$ cat src/rtl/pc_gen_pkg.sv
// Shared definitions for the PC generator: FSM state encoding, sequential step
// and the instruction-alignment helper.
package pc_gen_pkg;

  typedef enum logic [1:0] {
    ST_BOOT = 2'd0,
    ST_RUN  = 2'd1,
    ST_HALT = 2'd2
  } state_e;

  localparam int PC_STEP = 4;

  // Number of low target bits that must be zero: 2 for IALIGN=32, 1 for IALIGN=16.
  function automatic int align_bits(input int ialign);
    return (ialign == 16) ? 1 : 2;
  endfunction

endpackage

$ cat src/rtl/pc_gen_if.sv
// Control and status bundle between the fetch-side PC generator and its driver.
interface pc_gen_if #(parameter int XLEN = 32);
  logic            en;
  logic            redirect_valid;
  logic [XLEN-1:0] redirect_pc;
  logic            trap_valid;
  logic [XLEN-1:0] trap_vec;
  logic [XLEN-1:0] pc;
  logic [XLEN-1:0] pc_plus4;
  logic            pc_valid;
  logic            misalign_err;
  logic [XLEN-1:0] misalign_addr;

  modport master (
    output en, redirect_valid, redirect_pc, trap_valid, trap_vec,
    input  pc, pc_plus4, pc_valid, misalign_err, misalign_addr
  );

  modport slave (
    input  en, redirect_valid, redirect_pc, trap_valid, trap_vec,
    output pc, pc_plus4, pc_valid, misalign_err, misalign_addr
  );
endinterface

$ cat src/rtl/pc_redirect_buf.sv
// Holds one redirect target taken during a stall; a newer target overwrites
// the held one, and clear wins over set so a same-cycle trap discards it.
module pc_redirect_buf #(
  parameter int XLEN = 32
) (
  input  logic            clk,
  input  logic            rst,
  input  logic            i_set,
  input  logic [XLEN-1:0] i_set_pc,
  input  logic            i_clr,
  output logic            o_valid,
  output logic [XLEN-1:0] o_pc
);

  logic            r_valid;
  logic [XLEN-1:0] r_pc;

  always_ff @(posedge clk) begin
    if (rst) begin
      r_valid <= 1'b0;
      r_pc    <= '0;
    end else if (i_clr) begin
      r_valid <= 1'b0;
    end else if (i_set) begin
      r_valid <= 1'b1;
      r_pc    <= i_set_pc;
    end
  end

  assign o_valid = r_valid;
  assign o_pc    = r_pc;

endmodule

$ cat src/rtl/pc_gen.sv
// Fetch PC generator: boot sequencing, trap/redirect/sequential priority mux,
// stall-time redirect buffering and misaligned-target halt.
//   state   | meaning
//   ST_BOOT | first cycle after reset, pc = RESET_VEC, not yet valid
//   ST_RUN  | fetching, pc_valid = 1
//   ST_HALT | misaligned target rejected, waiting for a trap
module pc_gen
  import pc_gen_pkg::*;
#(
  parameter int              XLEN      = 32,
  parameter logic [XLEN-1:0] RESET_VEC = '0,
  parameter int              IALIGN    = 32
) (
  input logic     clk,
  input logic     rst,
  pc_gen_if.slave bus
);

  localparam int              ALIGN_BITS = align_bits(IALIGN);
  localparam logic [XLEN-1:0] LOW_MASK   = {{(XLEN-ALIGN_BITS){1'b0}}, {ALIGN_BITS{1'b1}}};

  state_e          r_state;
  logic [XLEN-1:0] r_pc;
  logic            r_err;
  logic [XLEN-1:0] r_maddr;

  state_e          w_state_nxt;
  logic [XLEN-1:0] w_pc_nxt;
  logic            w_err_nxt;
  logic [XLEN-1:0] w_maddr_nxt;
  logic [XLEN-1:0] w_pc_plus4;
  logic            w_pend_set;
  logic            w_pend_clr;
  logic            w_pend_valid;
  logic [XLEN-1:0] w_pend_pc;
  logic            w_apply;
  logic [XLEN-1:0] w_tgt;

  assign w_pc_plus4 = r_pc + XLEN'(PC_STEP);

  pc_redirect_buf #(.XLEN(XLEN)) u_redirect_buf (
    .clk      (clk),
    .rst      (rst),
    .i_set    (w_pend_set),
    .i_set_pc (bus.redirect_pc),
    .i_clr    (w_pend_clr),
    .o_valid  (w_pend_valid),
    .o_pc     (w_pend_pc)
  );

  always_ff @(posedge clk) begin
    if (rst) begin
      r_state <= ST_BOOT;
      r_pc    <= RESET_VEC;
      r_err   <= 1'b0;
      r_maddr <= '0;
    end else begin
      r_state <= w_state_nxt;
      r_pc    <= w_pc_nxt;
      r_err   <= w_err_nxt;
      r_maddr <= w_maddr_nxt;
    end
  end

  always_comb begin
    w_state_nxt = r_state;
    w_pc_nxt    = r_pc;
    w_err_nxt   = 1'b0;
    w_maddr_nxt = r_maddr;
    w_pend_set  = 1'b0;
    w_pend_clr  = 1'b0;
    w_apply     = 1'b0;
    w_tgt       = r_pc;
    case (r_state)
      ST_BOOT: w_state_nxt = ST_RUN;
      ST_RUN: begin
        if (bus.trap_valid) begin
          w_pc_nxt   = bus.trap_vec & ~LOW_MASK;
          w_pend_clr = 1'b1;
        end else if (bus.redirect_valid && bus.en) begin
          w_apply = 1'b1;
          w_tgt   = bus.redirect_pc;
        end else if (bus.redirect_valid) begin
          w_pend_set = 1'b1;
        end else if (w_pend_valid && bus.en) begin
          w_apply = 1'b1;
          w_tgt   = w_pend_pc;
        end else if (bus.en) begin
          w_pc_nxt = w_pc_plus4;
        end
        // Every applied target drops the buffer; a bad one halts instead of loading.
        if (w_apply) begin
          w_pend_clr = 1'b1;
          if ((w_tgt & LOW_MASK) != '0) begin
            w_err_nxt   = 1'b1;
            w_maddr_nxt = w_tgt;
            w_state_nxt = ST_HALT;
          end else begin
            w_pc_nxt = w_tgt;
          end
        end
      end
      ST_HALT: begin
        if (bus.trap_valid) begin
          w_pc_nxt    = bus.trap_vec & ~LOW_MASK;
          w_pend_clr  = 1'b1;
          w_state_nxt = ST_RUN;
        end
      end
      default: w_state_nxt = ST_BOOT;
    endcase
  end

  always_comb begin
    bus.pc            = r_pc;
    bus.pc_plus4      = w_pc_plus4;
    bus.pc_valid      = (r_state == ST_RUN);
    bus.misalign_err  = r_err;
    bus.misalign_addr = r_maddr;
  end

endmodule

$ cat src/flat_wrapper.sv
// flat-port wrapper written by rule: the top's interface ports become plain ports
module pc_gen_flat import pc_gen_pkg::*;
#(
  parameter int              XLEN      = 32,
  parameter logic [XLEN-1:0] RESET_VEC = '0,
  parameter int              IALIGN    = 32
)
  (clk, rst, bus_en, bus_redirect_valid, bus_redirect_pc, bus_trap_valid, bus_trap_vec, bus_pc, bus_pc_plus4, bus_pc_valid, bus_misalign_err, bus_misalign_addr);
  pc_gen_if #(.XLEN(XLEN)) bus_i ();
  input logic clk;
  input logic rst;
  input wire logic [$bits(bus_i.en)-1:0] bus_en;
  input wire logic [$bits(bus_i.redirect_valid)-1:0] bus_redirect_valid;
  input wire logic [$bits(bus_i.redirect_pc)-1:0] bus_redirect_pc;
  input wire logic [$bits(bus_i.trap_valid)-1:0] bus_trap_valid;
  input wire logic [$bits(bus_i.trap_vec)-1:0] bus_trap_vec;
  output wire logic [$bits(bus_i.pc)-1:0] bus_pc;
  output wire logic [$bits(bus_i.pc_plus4)-1:0] bus_pc_plus4;
  output wire logic [$bits(bus_i.pc_valid)-1:0] bus_pc_valid;
  output wire logic [$bits(bus_i.misalign_err)-1:0] bus_misalign_err;
  output wire logic [$bits(bus_i.misalign_addr)-1:0] bus_misalign_addr;
  assign bus_i.en = bus_en;
  assign bus_i.redirect_valid = bus_redirect_valid;
  assign bus_i.redirect_pc = bus_redirect_pc;
  assign bus_i.trap_valid = bus_trap_valid;
  assign bus_i.trap_vec = bus_trap_vec;
  assign bus_pc = bus_i.pc;
  assign bus_pc_plus4 = bus_i.pc_plus4;
  assign bus_pc_valid = bus_i.pc_valid;
  assign bus_misalign_err = bus_i.misalign_err;
  assign bus_misalign_addr = bus_i.misalign_addr;
  pc_gen #(.XLEN(XLEN), .RESET_VEC(RESET_VEC), .IALIGN(IALIGN)) u_core (.clk(clk), .rst(rst), .bus(bus_i));
endmodule
$ cat config.mk
export PLATFORM = sky130hd
export DESIGN_NAME = pc_gen_flat
export DESIGN_NICKNAME = d
export VERILOG_FILES = /design/src/rtl/pc_gen_pkg.sv /design/src/rtl/pc_gen_if.sv /design/src/rtl/pc_redirect_buf.sv /design/src/rtl/pc_gen.sv /design/src/flat_wrapper.sv
export SDC_FILE = /design/constraint.sdc
export NUM_CORES = 1
export LEC_CHECK = 0
export ABC_AREA = 1
export CORE_UTILIZATION = 50
export DETAILED_ROUTE_END_ITERATION = 16
export PLACE_DENSITY = 0.81
export SYNTH_ARGS = -nofsm -noshare
export SYNTH_HDL_FRONTEND = slang
export SYNTH_HIERARCHICAL = 1
export SYNTH_SLANG_ARGS = --single-unit
$ cat constraint.sdc
create_clock -name clk -period 2.04 [get_ports clk]
set_clock_uncertainty 0.05 [all_clocks]
set_input_delay 0.51 -clock clk [delete_from_list [all_inputs] [get_ports clk]]
set_output_delay 0.51 -clock clk [all_outputs]
set_load 0.02 [all_outputs]
# Word level (Yosys, flattened, before mapping)
# Index checks and enable logic that the tools add are counted.
[classes]
muxes = 31
bitwise_logic = 3
eq_ne = 5
addsub = 1
n_reduce_logical = 11
[ops]
columns = ["cell", "n"]
rows = [
  ["$mux 32", 13],
  ["$pmux 32 s2", 1],
  ["$add 32x3->32 const B", 1],
  ["$reduce_bool 32->1", 1],
  ["$mux 1", 12],
  ["$mux 2", 3],
  ["$pmux 2 s3", 1],
  ["$reduce_and 3->1", 2],
  ["$ne 2x1->1 const B", 2],
  ["$reduce_and 2->1", 2],
  ["$not 1->1", 3],
  ["$reduce_or 3->1", 1],
  ["$eq 2x1->1 const B", 1],
  ["$eq 2x2->1 const B", 1],
  ["$logic_and 1x1->1", 2],
  ["$logic_not 2->1", 1],
  ["$ne 2x2->1 const B", 1],
  ["$pmux 1 s2", 1],
  ["$reduce_bool 2->1", 1],
  ["$reduce_or 2->1", 1],
]
[word_totals]
register_bits = 100
out_inout_bits = 98
word_cells = 57
input_bits = 69

# Logic depth before layout (Yosys ltp)
[logic_depth]
ltp_word = 10
ltp_mapped = 14
ltp_nobuf = 14

# Modules after synthesis
# The synthesis kept the hierarchy.
[by_module_without_submodules]
columns = ["module", "area_per_inst_um2", "seq_area_each_um2", "cells_per_inst", "instances"]
rows = [
  ["pc_gen", 5117.4, 1341.3, 853, 1],
  ["pc_redirect_buf", 1433.9, 660.6, 212, 1],
]

# Least setup slack after synthesis
# Ideal clock, no wire load.
[synth_timing]
kind = "register to output"
start = "register u_core.r_pc[2], in the netlist u_core/bus.pc[2]"
end = "output bus_pc_plus4[22]"
t_required_ns = 1.480
stages_incl_launch_ff = 8
setup_slack_ns = -0.201
t_arrival_ns = 1.681
cell_sequence = "dfxtp_1 -> ha_1 -> nand2_1 -> nor2_2 -> nand2_2 -> nor2_4 -> nand2_1 -> xor2_1"
[synth_between]
elab_chain_len = 1
[synth_lines]
columns = ["item", "line", "rtl"]
rows = [
  ["from (decl)", "pc_gen.sv:23", "logic [XLEN-1:0] r_pc;"],
  ["from (signal assigned)", "pc_gen.sv:59", "r_pc <= w_pc_nxt;"],
  ["$add 32x3->32", "pc_gen.sv:39", "assign w_pc_plus4 = r_pc + XLEN'(PC_STEP);"],
  ["to (decl)", "flat_wrapper.sv:18", "output wire logic [$bits(bus_i.pc_plus4)-1:0] bus_pc_plus4;"],
]
# No other way between the ends.

# Worst setup path in the final report
[layout_timing]
start = "register u_core.r_pc[8], in the netlist u_core/bus.pc[8]"
end = "output bus_pc_plus4[16]"
# The elaborated chain is that of the path after synthesis.

==> metrics.txt <==
status=finished, violations left; failing checks=setup timing; CP Class=register to primary output; # port buffers=164; Async S/R FF share, synth=0; Fmax achieved=390 MHz; Nets=1444; initial antenna violation count=0; FF-to-FF path depth=12; Max clock buf depth=2; number of synthesized flops with an enable pin=0; Largest stage delay, worst path=0.39 ns; Synth cell types=34; core area=12700 um2; Die ar.=13600 um2; MaxCap Viol Count=0; Worst setup EP type=primary output; hold_buf cts=0; WL per Instance=18.6 um; antenna cells=0; Vias/cell=5.77; critical-path cell list=nand2_1 > nor2_4 > nand2_1 > nor2_4 > buf_6 > xor2_1 > inv_1 > buf_6; Worst-path clk slew=0.07 ns; Seq/Total Area, Yosys=0.306; DRC viols=0; Avg Cell Area, Syn=6.15 um2; # H-tree levels=3; number of synthesized register bits=100; Num CTS Buffers=9; power per cell area=580 nW/um2; ys flop type=dfxtp_1; Inst Count DP=1495; Synth top area share=0.306; Min-Delay Path Depth=2; leakage=4.89 nW; vias in the first global route=7870; worst slew pin tran=0.412 ns; setup ws final=-0.521 ns; largest net degree at the start of global routing=46; Layout Utilization=0.830; Root Buffer=clkbuf_16; Vias=8927; Top Family by Delay on Critical Path=simple AND/OR/NAND/NOR gates; Top Ports=167; Starting Density=0.515; commonest non-fill, non-tap cell in the layout=nand2_1; Arr. time, crit path=2.00 ns; final setup vio count=29; CTS tree=yes; slowest library cell on the worst path=dfxtp_2; First-pass DRT Iterations=6; number of cells on the critical path=8; Yosys warnings=6; # rows=41; RSZ-0062 raised after global routing=true; Die Ht=116 um; Syn Std Cell Area=6550 um2; TritonCTS Sinks=100; WP data required=1.48 ns; commonest non-fill, non-tap cells in the layout=242 x nand2_1, 170 x buf_4, 128 x nor2_1; first-pass GRT wire length=40.6 mm; max_slew headroom=0.725; Hold Fails Final Rpt=0; Final min period=2.56 ns; DR iter-0 viols=1301; Synth area leaders=dfxtp_1 31%, nand2_1 16%, nor2_1 8.1%, a21oi_1 7.5%, inv_1 6.1%; total power=6.12 mW; pre-CTS setup slack=-0.471 ns; final WL=28.8 mm; Max VDD drop=0.426 mV; Non-Filler Instances=1548; CP Max Fanout=3; worst path bufs/invs=3; crit path launch type=register; grt ovf=0; antenna-violating nets left=0; width of the die=116 um; Layout area overhead=61.3%; share of layout cells above drive strength 1=0.275; GRT Util Overall=0.392; HP Class=register to register; Slew Viols, Final=0; insertion delay to the later sink of the worst-skew pair=0.36 ns; hold_ws=0.418 ns; dpl hpwl=18.0 mm; cells after synthesis=1065; area leader, netlist=dfxtp_1; Mapped Nets=1138; gpl congestion=0.972; final period utilization=1.26
flip-flops by register name, summed over array words and instances (netlist names):
name                           flops
u_core/bus.misalign_addr          32
u_core/r_state                     2
u_core/bus.pc                     32
u_core/bus.misalign_err            1
u_core/u_redirect_buf/o_valid      1
u_core/u_redirect_buf/o_pc        32
worst paths after layout:
check,slack [ns],end,start
setup / recovery,-0.52,bus_pc_plus4[16],u_core/bus.pc[8]
hold / removal,0.42,u_core/bus.misalign_addr[10],u_core/bus.misalign_addr[10]
setup reg to reg,-0.19,u_core/bus.pc[16],u_core/bus.pc[8]
hold reg to reg,0.42,u_core/bus.misalign_addr[10],u_core/bus.misalign_addr[10]
logic make-up (layout without fill, tap and decap cells):
logic type,count (synthesis),in the layout,share of synthesized area
adders and majority gates,4,4,0.00764
AOI/OAI and AO/OA,235,235,0.197
xor gates and xnor gates,23,23,0.0307
buffers and inverters,178,489,0.118
and+or+nand+nor,525,525,0.341
DFF,100,100,0.306
stage by stage:
step | area, um2 | TNS [ns]
after detailed placement | 9430 | -41.88
after global routing | 10600 | -10.13
final | 10600 | -8.08
after global placement | 9430 | -36.43
after CTS | 10100 | -5.70
after floorplan | 6600 | -0.000474
power by group:
group	switching, mW	internal (mW)
combinational	1.19	0.969
sequential	0.0921	2.06
clock	0.820	0.997
worst min-delay path: cells and delay by family (launching register included):
family / cells / cell delay, ns
compound gates: 1 / 0.05
flops: 1 / 0.31
simple gates: 1 / 0.06
cell usage after synthesis (all sizes together) (4+ instances only):
cell	count
nor3	6
xor2	23
ha	4
dfxtp	100
a22oi	19
o22ai	44
o21bai	4
clkbuf	25
inv	112
nand3	74
buf	40
o21ai	68
a21oi	98
nor2	157
nand2	283
final cells by class:
type / instances / area, um2
clock buffers: 10 / 239
clock inverters: 6 / 68.8
fillers: 839 / 2160
inverters: 113 / 432
multi-input cells: 787 / 4210
flip-flops and latches: 100 / 2030
well taps: 172 / 215
repair buffers: 360 / 3370
routing by layer:
| layer | vias up | wire (um) | GRT usage |
|---|---|---|---|
| met5 | - | 0 | 0 |
| met4 | 0 | 1310 | 0.161 |
| met3 | 156 | 3700 | 0.0799 |
| met2 | 710 | 12900 | 0.609 |
| met1 | 4032 | 10900 | 0.530 |
| li1 | 4029 | - | - |
what timing repair did:
action | in CTS | in global routing
buffers inserted | 31 | 17
endpoints found under the setup margin | 108 | 97
pin swaps | 36 | 56
gates resized for setup | 213 | 115
cloned | 2 | 1
Power figures use the tool's default switching activity.
